--- config.mk ---
export PLATFORM = sky130hd
export DESIGN_NAME = inst_mem_arbiter
export DESIGN_NICKNAME = d
export VERILOG_FILES = /design/src/rtl/inst_mem_arbiter_pkg.sv /design/src/rtl/imem_wait_counter.sv /design/src/rtl/inst_mem_arbiter.sv
export SDC_FILE = /design/constraint.sdc
export NUM_CORES = 1
export LEC_CHECK = 0
export CORE_MARGIN = 10
export CORE_UTILIZATION = 45
export CTS_CLUSTER_SIZE = 16
export DETAILED_ROUTE_END_ITERATION = 8
export DONT_BUFFER_PORTS = 1
export GPL_TIMING_DRIVEN = 0
export SLEW_MARGIN = 0
export SYNTH_ARGS = -nofsm -noshare
export SYNTH_HDL_FRONTEND = slang
export SYNTH_SLANG_ARGS = --single-unit
--- constraint.sdc ---
create_clock -name clk -period 2.8 [get_ports clk]
set_clock_uncertainty 0.15 [all_clocks]
set_input_delay 0.42 -clock clk [delete_from_list [all_inputs] [get_ports clk]]
set_output_delay 0.42 -clock clk [all_outputs]
set_load 0.02 [all_outputs]
--- src/rtl/inst_mem_arbiter_pkg.sv ---
// Shared definitions for the instruction-memory arbiter: FSM state encodings,
// grant identifiers, the legal wait-state range and the arbitration helper.
package inst_mem_arbiter_pkg;

   typedef enum logic [1:0] {
      ST_IDLE   = 2'd0,
      ST_ACCESS = 2'd1,
      ST_RESP   = 2'd2
   } arb_state_e;

   localparam logic GNT_FETCH = 1'b0;
   localparam logic GNT_LDR   = 1'b1;

   localparam int MEM_WAIT_MIN = 1;
   localparam int MEM_WAIT_MAX = 7;

   // Keep the wait-state count inside what the 3-bit wait counter can express.
   function automatic int clamp_wait(input int w);
      if (w < MEM_WAIT_MIN) begin
         return MEM_WAIT_MIN;
      end else if (w > MEM_WAIT_MAX) begin
         return MEM_WAIT_MAX;
      end else begin
         return w;
      end
   endfunction

   // A lone requester wins; when both request, the one not served last wins.
   function automatic logic arb_pick(input logic fetch_req,
                                     input logic ldr_req,
                                     input logic last_grant);
      if (fetch_req && ldr_req) begin
         return ~last_grant;
      end else if (ldr_req) begin
         return GNT_LDR;
      end else begin
         return GNT_FETCH;
      end
   endfunction

endpackage

--- src/rtl/imem_wait_counter.sv ---
// Loadable 3-bit down counter with a zero flag; paces chip-select wait states.
module imem_wait_counter (
   input  logic       clk,
   input  logic       rst_n,
   input  logic       load,
   input  logic [2:0] load_val,
   input  logic       dec,
   output logic [2:0] count,
   output logic       zero
);

   logic [2:0] count_r;

   // Load takes priority; decrement stops at zero so the count never wraps.
   always_ff @(posedge clk or negedge rst_n) begin
      if (!rst_n) begin
         count_r <= 3'd0;
      end else if (load) begin
         count_r <= load_val;
      end else if (dec && (count_r != 3'd0)) begin
         count_r <= count_r - 3'd1;
      end else begin
         count_r <= count_r;
      end
   end

   assign count = count_r;
   assign zero  = (count_r == 3'd0);

endmodule

--- src/rtl/inst_mem_arbiter.sv ---
// Shares the single-port instruction SRAM between the fetch stage and the
// loader/debug port, sequences wait states and gates the PC clock enable.
module inst_mem_arbiter
   import inst_mem_arbiter_pkg::*;
#(
   parameter int INST_DATA_WIDTH = 32,
   parameter int INST_ADDR_WIDTH = 20,
   parameter int MEM_WAIT_CYCLES = 1
) (
   input  logic                       clk,
   input  logic                       rst_n,
   input  logic                       fetch_req_in,
   input  logic [INST_ADDR_WIDTH-1:0] fetch_addr_in,
   output logic                       fetch_ack_out,
   output logic [INST_DATA_WIDTH-1:0] fetch_data_out,
   output logic                       fetch_clk_en_out,
   input  logic                       hold_in,
   input  logic                       ldr_req_in,
   input  logic                       ldr_we_in,
   input  logic [INST_ADDR_WIDTH-1:0] ldr_addr_in,
   input  logic [INST_DATA_WIDTH-1:0] ldr_wdata_in,
   output logic                       ldr_ack_out,
   output logic [INST_DATA_WIDTH-1:0] ldr_rdata_out,
   output logic                       mem_cs_n_out,
   output logic                       mem_we_n_out,
   output logic [INST_ADDR_WIDTH-1:0] mem_addr_out,
   output logic [INST_DATA_WIDTH-1:0] mem_wdata_out,
   input  logic [INST_DATA_WIDTH-1:0] mem_rdata_in
);

   localparam int         WAIT_EFF  = clamp_wait(MEM_WAIT_CYCLES);
   localparam logic [2:0] WAIT_LOAD = 3'(WAIT_EFF - 1);

   arb_state_e state_r;
   arb_state_e state_next_s;

   logic last_grant_r;
   logic acc_we_r;
   logic fetch_ack_r;
   logic ldr_ack_r;
   logic mem_cs_n_r;
   logic mem_we_n_r;
   logic [INST_ADDR_WIDTH-1:0] mem_addr_r;
   logic [INST_DATA_WIDTH-1:0] mem_wdata_r;
   logic [INST_DATA_WIDTH-1:0] fetch_data_r;
   logic [INST_DATA_WIDTH-1:0] ldr_rdata_r;

   logic       req_any_s;
   logic       grant_s;
   logic       start_we_s;
   logic       resp_hold_s;
   logic       start_s;
   logic       acc_active_s;
   logic       cnt_dec_s;
   logic       cnt_zero_s;
   logic [2:0] cnt_s;
   logic       cs_n_next_s;
   logic       we_n_next_s;
   logic       fetch_ack_next_s;
   logic       ldr_ack_next_s;
   logic       cap_fetch_s;
   logic       cap_ldr_s;

   assign req_any_s   = fetch_req_in | ldr_req_in;
   assign grant_s     = arb_pick(fetch_req_in, ldr_req_in, last_grant_r);
   assign start_we_s  = (grant_s == GNT_LDR) & ldr_we_in;
   assign resp_hold_s = (last_grant_r == GNT_FETCH) & hold_in;

   imem_wait_counter u_wait_counter (
      .clk      (clk),
      .rst_n    (rst_n),
      .load     (start_s),
      .load_val (WAIT_LOAD),
      .dec      (cnt_dec_s),
      .count    (cnt_s),
      .zero     (cnt_zero_s)
   );

   // State register; reset abandons any in-flight access.
   always_ff @(posedge clk or negedge rst_n) begin
      if (!rst_n) begin
         state_r <= ST_IDLE;
      end else begin
         state_r <= state_next_s;
      end
   end

   // Next-state: RESP chains straight into a new ACCESS when work is pending.
   always_comb begin
      state_next_s = ST_IDLE;
      case (state_r)
         ST_IDLE: begin
            if (req_any_s) begin
               state_next_s = ST_ACCESS;
            end else begin
               state_next_s = ST_IDLE;
            end
         end
         ST_ACCESS: begin
            if (cnt_zero_s) begin
               state_next_s = ST_RESP;
            end else begin
               state_next_s = ST_ACCESS;
            end
         end
         ST_RESP: begin
            if (resp_hold_s) begin
               state_next_s = ST_RESP;
            end else if (req_any_s) begin
               state_next_s = ST_ACCESS;
            end else begin
               state_next_s = ST_IDLE;
            end
         end
         default: begin
            state_next_s = ST_IDLE;
         end
      endcase
   end

   // Output decode: next values for the registered strobes and capture enables.
   always_comb begin
      start_s          = 1'b0;
      acc_active_s     = 1'b0;
      cnt_dec_s        = 1'b0;
      fetch_ack_next_s = 1'b0;
      ldr_ack_next_s   = 1'b0;
      cap_fetch_s      = 1'b0;
      cap_ldr_s        = 1'b0;
      case (state_r)
         ST_IDLE: begin
            start_s = req_any_s;
         end
         ST_ACCESS: begin
            cnt_dec_s = 1'b1;
            if (cnt_zero_s) begin
               fetch_ack_next_s = (last_grant_r == GNT_FETCH);
               ldr_ack_next_s   = (last_grant_r == GNT_LDR);
               cap_fetch_s      = (last_grant_r == GNT_FETCH);
               cap_ldr_s        = (last_grant_r == GNT_LDR) & ~acc_we_r;
            end else begin
               acc_active_s = 1'b1;
            end
         end
         ST_RESP: begin
            if (resp_hold_s) begin
               fetch_ack_next_s = 1'b1;
            end else begin
               start_s = req_any_s;
            end
         end
         default: begin
            start_s = 1'b0;
         end
      endcase
      cs_n_next_s = ~(start_s | acc_active_s);
      we_n_next_s = start_s ? ~start_we_s : ~(acc_active_s & acc_we_r);
   end

   // Registered outputs, grant bookkeeping and read-data capture.
   always_ff @(posedge clk or negedge rst_n) begin
      if (!rst_n) begin
         last_grant_r <= GNT_LDR;
         acc_we_r     <= 1'b0;
         fetch_ack_r  <= 1'b0;
         ldr_ack_r    <= 1'b0;
         mem_cs_n_r   <= 1'b1;
         mem_we_n_r   <= 1'b1;
         mem_addr_r   <= '0;
         mem_wdata_r  <= '0;
         fetch_data_r <= '0;
         ldr_rdata_r  <= '0;
      end else begin
         mem_cs_n_r  <= cs_n_next_s;
         mem_we_n_r  <= we_n_next_s;
         fetch_ack_r <= fetch_ack_next_s;
         ldr_ack_r   <= ldr_ack_next_s;
         if (start_s) begin
            last_grant_r <= grant_s;
            acc_we_r     <= start_we_s;
            mem_addr_r   <= (grant_s == GNT_LDR) ? ldr_addr_in : fetch_addr_in;
            if (grant_s == GNT_LDR) begin
               mem_wdata_r <= ldr_wdata_in;
            end
         end
         if (cap_fetch_s) begin
            fetch_data_r <= mem_rdata_in;
         end
         if (cap_ldr_s) begin
            ldr_rdata_r <= mem_rdata_in;
         end
      end
   end

   assign fetch_ack_out    = fetch_ack_r;
   assign fetch_data_out   = fetch_data_r;
   assign fetch_clk_en_out = fetch_ack_r & ~hold_in;
   assign ldr_ack_out      = ldr_ack_r;
   assign ldr_rdata_out    = ldr_rdata_r;
   assign mem_cs_n_out     = mem_cs_n_r;
   assign mem_we_n_out     = mem_we_n_r;
   assign mem_addr_out     = mem_addr_r;
   assign mem_wdata_out    = mem_wdata_r;

endmodule

==> flow_summary.json <==
{
  "run_status": "finished with violations",
  "violations": "hold timing",
  "final_cells": 588,
  "drc": 0,
  "numClockSinks": 127,
  "dpl.cell_count": 490,
  "syn_area_per_cell_um2": 15.0,
  "antenna_found_initial": 1,
  "globalRouteOverflowTotal": 0,
  "slew_headroom": 0.698,
  "h-tree-depth": 4,
  "final_cell_area_mm2": 0.00662,
  "post_cts_buffers": 0,
  "post-route-util": 0.582,
  "dpl_cell_area_mm2": 0.00538,
  "synth.most_common_cell": "dfrtp_1",
  "slew_violations": 0,
  "p_seq_frac": 0.525,
  "nNetsFinal": 546,
  "gp_congestion": 0.756,
  "cp_max_fo": 10,
  "hold_viol_final": 127,
  "core_mm2": 0.0114,
  "fp.dieH_um": 127,
  "finalSetupViolations": 0,
  "postCtsResizedCells": 0,
  "ir_drop_mv": 0.822,
  "fillers": 895,
  "synth_fp_nets": 463,
  "synth_top_flop_cell": "dfrtp_1",
  "synth-async-reset-ratio": 1.00,
  "max_stage_delay_ns": 0.36,
  "whs_ns": -0.442,
  "crit_chain": "inv_1, ha_1, ha_1, nand2_1, or2_1, clkbuf_1, buf_2, mux2_1",
  "clkPwrFrac": 0.247,
  "yosys_warnings": 0,
  "max_freq_mhz": 448,
  "cts-root-buf": "clkbuf_16",
  "min_period_ns": 2.23,
  "dieArea_mm2": 0.0162,
  "cpMaxStageDelayCell": "mux2_1",
  "wl_per_cell_um": 22.0,
  "crit_arrival_ns": 2.36,
  "synth_common_cells": "124 x dfrtp_1, 67 x mux2_1, 29 x mux2_4",
  "cts_tree": "built",
  "p_comb_frac": 0.229,
  "p_sw_frac": 0.389,
  "row_count": 39,
  "worst_pin_slew_ns": 0.452,
  "portBuffers": 0,
  "grt_usage": 0.159,
  "grt_pass1_wl_mm": 20.2,
  "synth_top_area_frac": 0.597,
  "synth-seq-area-share": 0.612,
  "die_w_um": 127,
  "seqCellArea_mm2": 0.00318,
  "ys_seq_elements": 127,
  "routed-via-count": 3084,
  "first_pass_iters": 4,
  "multi_input_area_mm2": 0.00186,
  "numCtsBuffers": 17,
  "worst_ep_required_time_ns": 2.93,
  "synthTopCellsByArea": "dfrtp_1 60%, mux2_1 15%, mux2_4 8.4%, mux2i_1 3.9%, o21ai_1 2.3%",
  "boundaryPins": 231,
  "worst_hold_path_type": "input port to async pin",
  "yosysUniqueCellTypes": 28,
  "period_share": 0.797,
  "switchingPower_mw": 3.44,
  "critPathCaptureType": "flop",
  "power.total_mw": 8.86,
  "vias_per_cell": 5.24,
  "yosysTopAreaCell": "dfrtp_1",
  "p_per_area_mw_per_mm2": 1340,
  "synthCells": 347,
  "internal_power_mw": 5.42,
  "clockBufferDepth": 2,
  "initial_core_util": 0.457,
  "drt-total-wl_mm": 12.9,
  "cts_hold_buf": 64,
  "detail-route-antenna-nets": 0,
  "worstSetupPathType": "flop to flop",
  "grt_pass1_vias": 3573,
  "clk_pin_slew_worst_paths_ns": 0.05,
  "cp_common_cell": "ha_1",
  "setup_ws_ns": 0.567,
  "rsz0062_at_grt": "no",
  "setup-tns-final_ns": 0,
  "cp-start-kind": "flop",
  "drt-initial-drc-count": 106,
  "maxCapViolCount": 0,
  "area_growth_pct": 27.3,
  "hpwl_mm": 9.22,
  "layout-drive-gt1-share": 0.167,
  "p_leak_nw": 2.90,
  "synth-edff-count": 0,
  "syn_area_mm2": 0.00520,
  "dp_slack_ns": 0.547,
  "clock_latency_ns": 0.41,
  "grt_start_max_net_pins": 128
}
cell families after synthesis:
family | count (synthesis) | synth area share
fa+ha+maj | 6 | 0.0144
compound gates | 52 | 0.0549
mux | 116 | 0.268
simple gates | 20 | 0.0209
flops | 127 | 0.612
buf+inv | 26 | 0.0299
worst paths after layout:
| kind | start | endpoint | slack (ns) | cells after the start |
|---|---|---|---|---|
| max | u_wait_counter.count[0] | fetch_data_out[18] | 0.57 | 8 |
| min | rst_n | ldr_rdata_out[12] | -0.44 | 0 |
| max reg2reg | u_wait_counter.count[0] | fetch_data_out[18] | 0.57 | 8 |
| min reg2reg | u_wait_counter.count[2] | u_wait_counter.count[2] | 0.37 | 2 |
| max in group asynchronous | rst_n | last_grant_r | 2.72 | 0 |
| min in group clk | ldr_we_in | acc_we_r | 0.03 | 2 |
layout by cell type, fill, tap and decap left out, types with 7 or more instances in the layout:
cell,count
mux2_1,67
o21ai_0,18
dfrtp_1,124
mux2_4,29
buf_2,7
o21ai_1,24
dlygate4sd3_1,64
mux2i_1,20
clkbuf_1,13
clkbuf_16,17
layer usage:
layer / GRT usage / share of wire / vias to the layer above
met5: 0 / 0 / -
met4: 0.0663 / 0.016 / 0
met3: 0.103 / 0.13 / 14
met2: 0.264 / 0.50 / 161
met1: 0.155 / 0.35 / 1527
li1: - / - / 1382
flip-flops by register name, summed over array words and instances (netlist names):
signal	count
fetch_data_out	32
ldr_rdata_out	32
mem_wdata_out	32
mem_addr_out	20
u_wait_counter.count	3
state_r	2
acc_we_r	1
fetch_ack_out	1
last_grant_r	1
ldr_ack_out	1
mem_cs_n_out	1
mem_we_n_out	1
power groups by stage:
stage	combinational (mW)	sequential [mW]	clock, mW
5_1_grt	2.26	4.78	2.32
6_report	2.03	4.65	2.18
4_1_cts	2.06	4.68	2.25
2_1_floorplan	1.68	4.34	0
3_5_place_dp	1.97	4.70	0
3_3_place_gp	1.90	4.69	0
cell type report:
type	count	share of cell area
diodes	2	0.000757
plain buffers	21	0.0206
clock buffers	26	0.0740
clock inverters	6	0.0159
inverters	5	0.00284
multi-input cells	194	0.281
flip-flops and latches	127	0.481
well taps	143	0.0270
repair buffers	64	0.0968
critical path, delay by kind of cell (launching register included):
kind	cells	cell delay (ns)
flip-flops	1	0.34
adder cells (fa/ha/maj)	2	0.40
AND/OR/NAND/NOR	2	0.17
buffers and inverters	3	0.68
multiplexers	1	0.36
Note: power is estimated with default switching activity, not from simulation.
